## src/rtl/auth_pkg.sv

```systemverilog
// auth_pkg: shared state encoding, user id width and default session timing
package auth_pkg;
   localparam int ID_W             = 3;
   localparam int DEF_MAX_FAILS    = 3;
   localparam int DEF_LOCK_CYCLES  = 500;
   localparam int DEF_IDLE_TIMEOUT = 3000;
   localparam int DEF_GUEST_LIMIT  = 6000;
   localparam int DEF_CNT_W        = 16;
   typedef enum logic [2:0] {
      ST_IDLE    = 3'd0,
      ST_ENTRY   = 3'd1,
      ST_LOCKED  = 3'd2,
      ST_SESSION = 3'd3,
      ST_LOGOUT  = 3'd4
   } state_t;
endpackage

```

## src/rtl/auth_session_ctrl_if.sv

```systemverilog
// auth_session_ctrl_if: Authentication/GameController <-> session controller signals
// master drives auth_*, pwenter, game_activity, log_out_ctrl; slave (the controller) drives the rest
interface auth_session_ctrl_if;
   import auth_pkg::*;
   logic            auth_pass;
   logic            auth_fail;
   logic            auth_guest;
   logic [ID_W-1:0] auth_id;
   logic            pwenter;
   logic            game_activity;
   logic            log_out_ctrl;
   logic            auth_en;
   logic            auth_clr;
   logic            log_in_ctrl;
   logic            isGuest_ctrl;
   logic [ID_W-1:0] intID_ctrl;
   logic            locked_out;
   logic            timeout_evt;
   modport master (
      output auth_pass, auth_fail, auth_guest, auth_id, pwenter, game_activity, log_out_ctrl,
      input  auth_en, auth_clr, log_in_ctrl, isGuest_ctrl, intID_ctrl, locked_out, timeout_evt
   );
   modport slave (
      input  auth_pass, auth_fail, auth_guest, auth_id, pwenter, game_activity, log_out_ctrl,
      output auth_en, auth_clr, log_in_ctrl, isGuest_ctrl, intID_ctrl, locked_out, timeout_evt
   );
endinterface

```

## src/rtl/sat_timer.sv

```systemverilog
// sat_timer: saturating up-counter with clear, enable and terminal-count compare
// ports: clk, rst, clr (zero next cycle), en (count), lim (compare value), hit (cnt == lim)
module sat_timer #(
   parameter int W = 16
) (
   input  logic         clk,
   input  logic         rst,
   input  logic         clr,
   input  logic         en,
   input  logic [W-1:0] lim,
   output logic         hit
);
   logic [W-1:0] cnt;
   always_ff @(posedge clk) begin
      if (rst || clr) cnt <= '0;
      else if (en && cnt != '1) cnt <= cnt + 1'b1;
   end
   assign hit = cnt == lim;
endmodule

```

## src/rtl/auth_session_ctrl.sv

```systemverilog
// auth_session_ctrl: login sequencing, failed-attempt lockout, inactivity and guest time limits
// ports: clk, rst (sync, active-high), bus (slave side of auth_session_ctrl_if)
module auth_session_ctrl import auth_pkg::*; #(
   parameter int MAX_FAILS    = DEF_MAX_FAILS,
   parameter int LOCK_CYCLES  = DEF_LOCK_CYCLES,
   parameter int IDLE_TIMEOUT = DEF_IDLE_TIMEOUT,
   parameter int GUEST_LIMIT  = DEF_GUEST_LIMIT,
   parameter int CNT_W        = DEF_CNT_W
) (
   input logic                clk,
   input logic                rst,
   auth_session_ctrl_if.slave bus
);
   localparam int FW = $clog2(MAX_FAILS + 1);
   state_t           state, state_n;
   logic [FW-1:0]    fail_cnt, fail_cnt_n, fail_inc;
   logic             rst_q, t_clr, t_hit, g_clr, g_hit, clr_n, timeout_n;
   logic [CNT_W-1:0] t_lim;
   // one timer serves idle timeout and lock duration; only the compare value changes
   assign t_lim    = state == ST_LOCKED ? CNT_W'(LOCK_CYCLES - 1) : CNT_W'(IDLE_TIMEOUT - 1);
   assign g_clr    = !(state == ST_SESSION && bus.isGuest_ctrl);
   assign fail_inc = fail_cnt == FW'(MAX_FAILS) ? fail_cnt : fail_cnt + 1'b1;
   sat_timer #(.W(CNT_W)) u_idle_timer (
      .clk(clk), .rst(rst), .clr(t_clr), .en(1'b1), .lim(t_lim), .hit(t_hit)
   );
   sat_timer #(.W(CNT_W)) u_guest_timer (
      .clk(clk), .rst(rst), .clr(g_clr), .en(1'b1), .lim(CNT_W'(GUEST_LIMIT - 1)), .hit(g_hit)
   );
   always_comb begin
      state_n    = state;
      fail_cnt_n = fail_cnt;
      t_clr      = 1'b0;
      clr_n      = 1'b0;
      timeout_n  = 1'b0;
      case (state)
         ST_IDLE: begin
            t_clr = 1'b1;
            if (bus.pwenter) state_n = ST_ENTRY;
         end
         ST_ENTRY: begin
            t_clr = bus.pwenter;
            // a fail outranks a simultaneous pass
            if (bus.auth_fail) begin
               t_clr      = 1'b1;
               fail_cnt_n = fail_inc;
               if (fail_inc == FW'(MAX_FAILS)) begin
                  state_n    = ST_LOCKED;
                  fail_cnt_n = '0;
                  clr_n      = 1'b1;
               end
            end else if (bus.auth_pass) begin
               state_n    = ST_SESSION;
               fail_cnt_n = '0;
               t_clr      = 1'b1;
            end else if (t_hit) begin
               state_n   = ST_IDLE;
               t_clr     = 1'b1;
               clr_n     = 1'b1;
               timeout_n = 1'b1;
            end
         end
         ST_LOCKED: begin
            if (t_hit) begin
               state_n = ST_IDLE;
               t_clr   = 1'b1;
               clr_n   = 1'b1;
            end
         end
         ST_SESSION: begin
            t_clr = bus.pwenter | bus.game_activity;
            if (bus.log_out_ctrl || t_hit || g_hit) begin
               state_n   = ST_LOGOUT;
               t_clr     = 1'b1;
               clr_n     = 1'b1;
               timeout_n = !bus.log_out_ctrl;
            end
         end
         ST_LOGOUT: begin
            t_clr = 1'b1;
            // a held request parks here so it ends only one session
            if (!bus.log_out_ctrl) state_n = ST_IDLE;
         end
         default: begin
            t_clr   = 1'b1;
            state_n = ST_IDLE;
         end
      endcase
   end
   // outputs are registered from the next state so they line up with the state register
   always_ff @(posedge clk) begin
      if (rst) begin
         state            <= ST_IDLE;
         fail_cnt         <= '0;
         rst_q            <= 1'b1;
         bus.auth_en      <= 1'b0;
         bus.auth_clr     <= 1'b0;
         bus.log_in_ctrl  <= 1'b0;
         bus.isGuest_ctrl <= 1'b0;
         bus.intID_ctrl   <= '0;
         bus.locked_out   <= 1'b0;
         bus.timeout_evt  <= 1'b0;
      end else begin
         state            <= state_n;
         fail_cnt         <= fail_cnt_n;
         rst_q            <= 1'b0;
         bus.auth_en      <= state_n == ST_IDLE || state_n == ST_ENTRY;
         bus.auth_clr     <= clr_n | rst_q;
         bus.log_in_ctrl  <= state_n == ST_SESSION;
         bus.locked_out   <= state_n == ST_LOCKED;
         bus.timeout_evt  <= timeout_n;
         bus.isGuest_ctrl <= state_n != ST_SESSION ? 1'b0 : state == ST_SESSION ? bus.isGuest_ctrl : bus.auth_guest;
         bus.intID_ctrl   <= state_n != ST_SESSION ? '0 : state == ST_SESSION ? bus.intID_ctrl : bus.auth_id;
      end
   end
endmodule
```

## src/flat_wrapper.sv

```systemverilog
// flat-port wrapper written by rule: the top's interface ports become plain ports
module auth_session_ctrl_flat import auth_pkg::*;
#(
   parameter int MAX_FAILS    = DEF_MAX_FAILS,
   parameter int LOCK_CYCLES  = DEF_LOCK_CYCLES,
   parameter int IDLE_TIMEOUT = DEF_IDLE_TIMEOUT,
   parameter int GUEST_LIMIT  = DEF_GUEST_LIMIT,
   parameter int CNT_W        = DEF_CNT_W
)
  (clk, rst, bus_auth_pass, bus_auth_fail, bus_auth_guest, bus_auth_id, bus_pwenter, bus_game_activity, bus_log_out_ctrl, bus_auth_en, bus_auth_clr, bus_log_in_ctrl, bus_isGuest_ctrl, bus_intID_ctrl, bus_locked_out, bus_timeout_evt);
  auth_session_ctrl_if bus_i ();
  input logic clk;
  input logic rst;
  input wire logic [$bits(bus_i.auth_pass)-1:0] bus_auth_pass;
  input wire logic [$bits(bus_i.auth_fail)-1:0] bus_auth_fail;
  input wire logic [$bits(bus_i.auth_guest)-1:0] bus_auth_guest;
  input wire logic [$bits(bus_i.auth_id)-1:0] bus_auth_id;
  input wire logic [$bits(bus_i.pwenter)-1:0] bus_pwenter;
  input wire logic [$bits(bus_i.game_activity)-1:0] bus_game_activity;
  input wire logic [$bits(bus_i.log_out_ctrl)-1:0] bus_log_out_ctrl;
  output wire logic [$bits(bus_i.auth_en)-1:0] bus_auth_en;
  output wire logic [$bits(bus_i.auth_clr)-1:0] bus_auth_clr;
  output wire logic [$bits(bus_i.log_in_ctrl)-1:0] bus_log_in_ctrl;
  output wire logic [$bits(bus_i.isGuest_ctrl)-1:0] bus_isGuest_ctrl;
  output wire logic [$bits(bus_i.intID_ctrl)-1:0] bus_intID_ctrl;
  output wire logic [$bits(bus_i.locked_out)-1:0] bus_locked_out;
  output wire logic [$bits(bus_i.timeout_evt)-1:0] bus_timeout_evt;
  assign bus_i.auth_pass = bus_auth_pass;
  assign bus_i.auth_fail = bus_auth_fail;
  assign bus_i.auth_guest = bus_auth_guest;
  assign bus_i.auth_id = bus_auth_id;
  assign bus_i.pwenter = bus_pwenter;
  assign bus_i.game_activity = bus_game_activity;
  assign bus_i.log_out_ctrl = bus_log_out_ctrl;
  assign bus_auth_en = bus_i.auth_en;
  assign bus_auth_clr = bus_i.auth_clr;
  assign bus_log_in_ctrl = bus_i.log_in_ctrl;
  assign bus_isGuest_ctrl = bus_i.isGuest_ctrl;
  assign bus_intID_ctrl = bus_i.intID_ctrl;
  assign bus_locked_out = bus_i.locked_out;
  assign bus_timeout_evt = bus_i.timeout_evt;
  auth_session_ctrl #(.MAX_FAILS(MAX_FAILS), .LOCK_CYCLES(LOCK_CYCLES), .IDLE_TIMEOUT(IDLE_TIMEOUT), .GUEST_LIMIT(GUEST_LIMIT), .CNT_W(CNT_W)) u_core (.clk(clk), .rst(rst), .bus(bus_i));
endmodule
```

## config.mk

```make
export PLATFORM = sky130hd
export DESIGN_NAME = auth_session_ctrl_flat
export DESIGN_NICKNAME = d
export VERILOG_FILES = /design/src/rtl/auth_pkg.sv /design/src/rtl/auth_session_ctrl_if.sv /design/src/rtl/sat_timer.sv /design/src/rtl/auth_session_ctrl.sv /design/src/flat_wrapper.sv
export SDC_FILE = /design/constraint.sdc
export NUM_CORES = 1
export LEC_CHECK = 0
export CORE_ASPECT_RATIO = 1.4
export CORE_MARGIN = 2
export CORE_UTILIZATION = 55
export CTS_BUF_LIST = sky130_fd_sc_hd__clkbuf_16
export DETAILED_ROUTE_END_ITERATION = 6
export PLACE_DENSITY = 0.78
export SYNTH_ARGS = -nofsm -noshare
export SYNTH_HDL_FRONTEND = slang
export SYNTH_HIERARCHICAL = 1
export SYNTH_SLANG_ARGS = --single-unit
```

## constraint.sdc

```tcl
create_clock -name clk -period 3.9 [get_ports clk]
set_input_delay 0.39 -clock clk [delete_from_list [all_inputs] [get_ports clk]]
set_output_delay 0.39 -clock clk [all_outputs]
set_load 0.05 [all_outputs]
```

# Yosys cells after proc, flatten, opt, wreduce, memory -nomap -nowiden

Cells that the tools add are included.

Flip-flop bits (word level): 47
Bits of input ports: 11
Output and inout port bits: 9
Logic and storage cells: 72

Add/subtract/negate cells: 3
Equal/unequal tests: 14
Multiplexer cells: 28
Bitwise operators: 2
Reductions and logical operators: 13

Operators with widths:

| operator                                                                 | number |
|---|---|
| 16-bit by 1-bit adder with 16-bit output (second input constant)         | 2 |
| 16-bit != test (second input constant)                                   | 2 |
| 3-bit two-way mux                                                        | 7 |
| 16-bit by 13-bit equality test with 1-bit output (second input constant) | 1 |
| 16-bit equality test                                                     | 1 |
| 3-bit case mux with 5 select lines                                       | 1 |
| 3-bit by 2-bit equality test with 1-bit output (second input constant)   | 4 |
| 1-bit two-way mux                                                        | 12 |
| 12-bit two-way mux                                                       | 1 |
| 2-bit two-way mux                                                        | 4 |
| 3-bit by 1-bit equality test with 1-bit output (second input constant)   | 2 |
| 3-bit zero test                                                          | 2 |
| 1-bit case mux with 3 select lines                                       | 2 |
| 1-bit logical OR                                                         | 5 |
| 2-bit equality test (second input constant)                              | 2 |
| 3-bit equality test (second input constant)                              | 1 |
| 3-bit by 2-bit != test with 1-bit output (second input constant)         | 1 |
| 2-bit by 1-bit adder with 2-bit output (second input constant)           | 1 |
| 1-bit zero test                                                          | 2 |
| 1-bit OR                                                                 | 2 |
| 1-bit case mux with 2 select lines                                       | 1 |
| 2-bit AND reduction                                                      | 1 |
| 2-bit nonzero test                                                       | 1 |
| 2-bit OR reduction                                                       | 1 |
| 1-bit logical AND                                                        | 1 |

# Longest topological paths before layout

Depth after elaboration: 9
Mapped depth: 15
Gate-level depth less buffers: 12

# Modules after synthesis

Netlist, hierarchy kept.

By module, submodules not included:

| module            | times used | cells each | area an instance (µm²) | sequential area each (µm²) |
|---|---|---|---|---|
| sat_timer         | 2          | 128        | 1043.5                 | 320.3 |
| auth_session_ctrl | 1          | 80         | 780.7                  | 300.3 |

# Worst setup path before layout

Ideal clock, no wire load.

Kind: reg2reg
Start: reg u_core.state[1]
End: reg u_core.u_idle_timer.cnt[1]
Arrival: 2417 ps
Data required time: 3778 ps
Setup slack: 1361 ps
Cell stages (with the launch flop): 15
Path buffers: 2
Clock period less this slack: 2539 ps
Cells stage by stage: dfxtp_1 > nor2b_2 > nand2b_1 > inv_1 > xnor2_1 > nand4_1 > nor4_1 > buf_6 > a211oi_1 > o221ai_1 > nor2_1 > clkbuf_1 > nand3_1 > mux2i_1 > a311o_1

Word-level cells in the longest chain between the ends: 8

Ends and longest elaborated chain:

| element                                                      | line                                             | text |
|---|---|---|
| from (decl)                                                  | auth_session_ctrl.sv:15                          | `state_t state, state_n;` |
| from (signal assigned)                                       | auth_session_ctrl.sv:103                         | `state <= state_n;` |
| 3-bit by 2-bit equality test with 1-bit output (*)           | auth_session_ctrl.sv:20                          | `assign t_lim = state == ST_LOCKED ? CNT_W'(LOCK_CYCLES - 1) : CNT_W'(IDLE_TIMEOUT - 1);` |
| 12-bit two-way mux (*)                                       | auth_session_ctrl.sv:20                          |  |
| named net u_core.t_lim[11]                                   | auth_session_ctrl.sv:18                          | `logic [CNT_W-1:0] t_lim;` |
| 16-bit equality test (*)                                     | sat_timer.sv:18                                  | `assign hit = cnt == lim;` |
| named net u_core.t_hit                                       | auth_session_ctrl.sv:17                          | `logic rst_q, t_clr, t_hit, g_clr, g_hit, clr_n, timeout_n;` |
| 1-bit two-way mux / 1-bit logical OR (equally long branches) | auth_session_ctrl.sv:55, auth_session_ctrl.sv:71 |  |
| 1-bit two-way mux / 1-bit logical OR (equally long branches) | auth_session_ctrl.sv:51, auth_session_ctrl.sv:71 |  |
| 1-bit two-way mux, on equally long branches                  | auth_session_ctrl.sv:43, auth_session_ctrl.sv:71 |  |
| 1-bit case mux with 3 select lines (*)                       | auth_session_ctrl.sv:35                          | `case (state)` |
| named net u_core.t_clr                                       | auth_session_ctrl.sv:17                          |  |
| 1-bit logical OR (*)                                         | sat_timer.sv:15                                  | `if (rst \|\| clr) cnt <= '0;` |
| to (signal assigned)                                         | sat_timer.sv:16                                  | `else if (en && cnt != '1) cnt <= cnt + 1'b1;` |
| to (decl)                                                    | sat_timer.sv:13                                  | `logic [W-1:0] cnt;` |

Mark *: on every way through the listed nets, which the timed path passes. The rest lies on a longest branch.
A chain may end at the register's enable or synchronous reset.

# Final worst setup path

Start: reg u_core.state[0]
End: reg u_core.u_idle_timer.cnt[1]

Same word-level chain as after synthesis.

==> results_dict.tcl <==
set metrics [dict create \
    cts_hold_buffers 0 \
    instances_no_fill 452 \
    clk_latency_ns 0.28 \
    layout-drive-gt1-share_pct 9.07 \
    reg2reg_depth 12 \
    dp_hpwl_mm 4.87 \
    vias 2583 \
    worstHoldEndpoint "u_core/bus.intID_ctrl[2]$_SDFFE_PP0N_" \
    detail-route-antenna-nets 0 \
    worstPathMaxFanout 14 \
    postSynthAreaPerCell_um2 8.53 \
    multiInputGateArea_mm2 0.00194 \
    cts_sinks 47 \
    rr_startpoint "u_core/state[0]$_SDFF_PP0_" \
    drv_cap 0 \
    grt_pass1_vias 2450 \
    worstHoldStart "u_core/bus.intID_ctrl[2]$_SDFFE_PP0N_" \
    yosys-top-cells-area "dfxtp_1 33%, xnor2_1 9.8%, nand2_1 4.1%, nand3_1 3.5%, a21oi_1 3.3%" \
    finalCriticalPeriod_ns 2.92 \
    start_kind "flop" \
    antennaDiodeCount 0 \
    yosys_register_bits 47 \
    arrival_ns 3.14 \
    grt_pass1_wl_mm 10.9 \
    post_drt_wl_per_cell_um 14.1 \
    ctsHtreeMaxLevel 2 \
    worstReg2RegEnd "u_core/u_idle_timer/cnt[1]$_SDFFE_PP0P_" \
    avgViaCountPerCell 5.71 \
    grt_max_degree 16 \
    synthFlopType "dfxtp_1" \
    die-area_mm2 0.00582 \
    worst_pin_slew_ns 0.724 \
    yosysTopAreaCellShare_pct 32.8 \
    dr.pass1.iters 4 \
    root_buffer "clkbuf_16" \
    slew_viol_final 0 \
    yosysSeqAreaShare_pct 32.8 \
    syn_inst 336 \
    cts_buffer_depth 2 \
    synthArstFlopShare_pct 0 \
    drc_errors 0 \
    vdd_drop_max_mv 0.284 \
    area_delta_synth_final_pct 18.8 \
    setup_violations 0 \
    placed_cells 444 \
    die_w_um 65.0 \
    synth_area_leader_cell "dfxtp_1" \
    port-buffer-count 19 \
    critPathKind "flop to flop" \
    place_congestion 0.909 \
    finalSetupTns_ns 0 \
    gr-usage-all-layers_pct 23.5 \
    cts.clk_slew.worst_paths_ns 0.07 \
    rows 31 \
    yosys_warnings 6 \
    rsz0062_at_grt "no" \
    final_util_pct 66.5 \
    cp.required_ns 4.13 \
    dieHeight_um 89.4 \
    max_freq_ghz 0.343 \
    numCtsBuffers 5 \
    slew_headroom_pct 51.6 \
    synth_edf_count 0 \
    nets 398 \
    synth.distinct_cells 52 \
    routed_wl_mm 6.39 \
    timing.final.crit_share_pct 74.8 \
    min_path_type "flop to flop" \
    cts_tree "done" \
    cts_setup_buffers 0 \
    p_per_area_mw_per_mm2 335 \
    design.core.area_mm2 0.00512 \
    io_pins 20 \
    grt_overflow 0 \
    hold_viol_final 0 \
    mappedNetlistArea_mm2 0.00287 \
    status "complete, no violations" \
    ff_latch_area_um2 941 \
    drtIter0Drc 88 \
    antenna_found_initial 0 \
    critPathCaptureType "flop" \
    reg2reg_slack_ns 0.98 \
    fin_skew_ns 0.00895 \
    start_util_pct 56.0 \
    crit_start "u_core/state[0]$_SDFF_PP0_" \
    p_leak_nw 1.23 \
    cts-resized-gates 0 \
    fillers 446 \
    hold-path-cell-count 2 \
]
[placed cells by master, fill, tap and decap left out, drive strengths merged, types with 9 or more instances in the layout]
cell type / instances
nand3: 20
inv: 13
o21ai: 14
nor2: 18
dfxtp: 47
xnor2: 32
clkdlybuf4s50: 19
mux2i: 9
nand4: 14
nand2: 31
a21oi: 23
conb: 36
[cells in the mapped netlist (2+ instances only)]
library cell	count
a211oi_1	4
a21oi_1	19
a21oi_2	4
a311o_1	2
a31o_2	2
a31oi_1	6
and2_1	6
and3_1	8
buf_2	6
buf_6	2
clkbuf_1	4
conb_1	2
dfxtp_1	47
ha_1	2
inv_1	12
mux2i_1	9
nand2_1	31
nand2b_1	4
nand3_1	20
nand4_1	12
nand4_4	2
nor2_1	17
nor3_1	8
nor4_1	6
nor4_4	2
nor4b_1	2
nor4b_2	2
o211ai_1	2
o21a_1	3
o21ai_0	14
o311a_1	2
o31a_1	2
o31ai_1	8
or2_2	2
or3_1	7
or4_1	8
xnor2_1	32
[cells by family after synthesis]
kind of cell	count (synthesis)	synth area share, %
XOR/XNOR	32	9.77
AO/OA/AOI/OAI	78	20.1
adder cells (fa/ha/maj)	2	0.872
buffers and inverters	26	4.32
other	2	0.262
multiplexers	9	3.14
flip-flops	47	32.8
AND/OR/NAND/NOR	140	28.7
[worst max-delay path, cell delays in order, from the launching register on]
cell and delay [ns]:
dfxtp_1 0.65, nand2b_1 0.29, inv_1 0.08, xnor2_1 0.13, nand4_1 0.12, nor4_2 0.05
buf_4 0.17, a211oi_1 0.19, o221ai_1 0.17, nor2_1 0.56, nand3_1 0.18, mux2i_1 0.15
a311o_1 0.12
[power breakdown]
| part | internal, mW | switching (mW) |
|---|---|---|
| sequential | 0.486 | 0.00854 |
| clock | 0.367 | 0.180 |
| combinational | 0.0436 | 0.0546 |
[flip-flops by register name, indices dropped and copies added (netlist names)]
signal / flops
u_core/bus.locked_out: 1
u_core/rst_q: 1
u_core/bus.auth_en: 1
u_core/bus.log_in_ctrl: 1
u_core/state: 3
u_core/fail_cnt: 2
u_core/u_guest_timer/cnt: 16
u_core/bus.isGuest_ctrl: 1
u_core/u_idle_timer/cnt: 16
u_core/bus.intID_ctrl: 3
u_core/bus.timeout_evt: 1
u_core/bus.auth_clr: 1
[metal layers]
metal | share of wire, % | GRT usage, % | wire length [um] | vias up
li1 | - | - | - | 1310
met1 | 42 | 27.0 | 2700 | 1207
met2 | 53 | 43.7 | 3400 | 52
met3 | 2.3 | 4.16 | 150 | 14
met4 | 2.3 | 8.71 | 145 | 0
met5 | 0 | 0 | 0 | -
[worst max path at each step]
stage	end	slack [ns]	cells past startpoint
after floorplan	u_core/u_idle_timer/cnt[1]$_SDFFE_PP0P_	1.36	14
after global placement	u_core/u_idle_timer/cnt[1]$_SDFFE_PP0P_	1.18	12
after detailed placement	u_core/u_idle_timer/cnt[1]$_SDFFE_PP0P_	0.99	12
after CTS	u_core/u_idle_timer/cnt[1]$_SDFFE_PP0P_	0.97	12
after global routing	u_core/u_idle_timer/cnt[1]$_SDFFE_PP0P_	0.66	13
final	u_core/u_idle_timer/cnt[1]$_SDFFE_PP0P_	0.98	12
[through the flow]
stage	power (mW)	setup WS (ns)	hold slack, ns	area, um^2
2_1_floorplan	0.576	1.36	0.418	3000
3_3_place_gp	0.602	1.18	0.475	3210
3_5_place_dp	0.603	0.989	0.480	3210
4_1_cts	1.15	0.966	0.490	3410
5_1_grt	1.18	0.664	0.503	3410
6_report	1.14	0.984	0.488	3410
[final cells by class]
class | instances | area share, %
clock buffer | 5 | 3.67
clock inverter | 3 | 1.98
inverter | 13 | 1.43
multi-input combinational | 297 | 56.8
sequential | 47 | 27.6
tap | 66 | 2.42
timing repair buffer | 21 | 6.02
No activity file was read; power rests on OpenSTA's default activity.
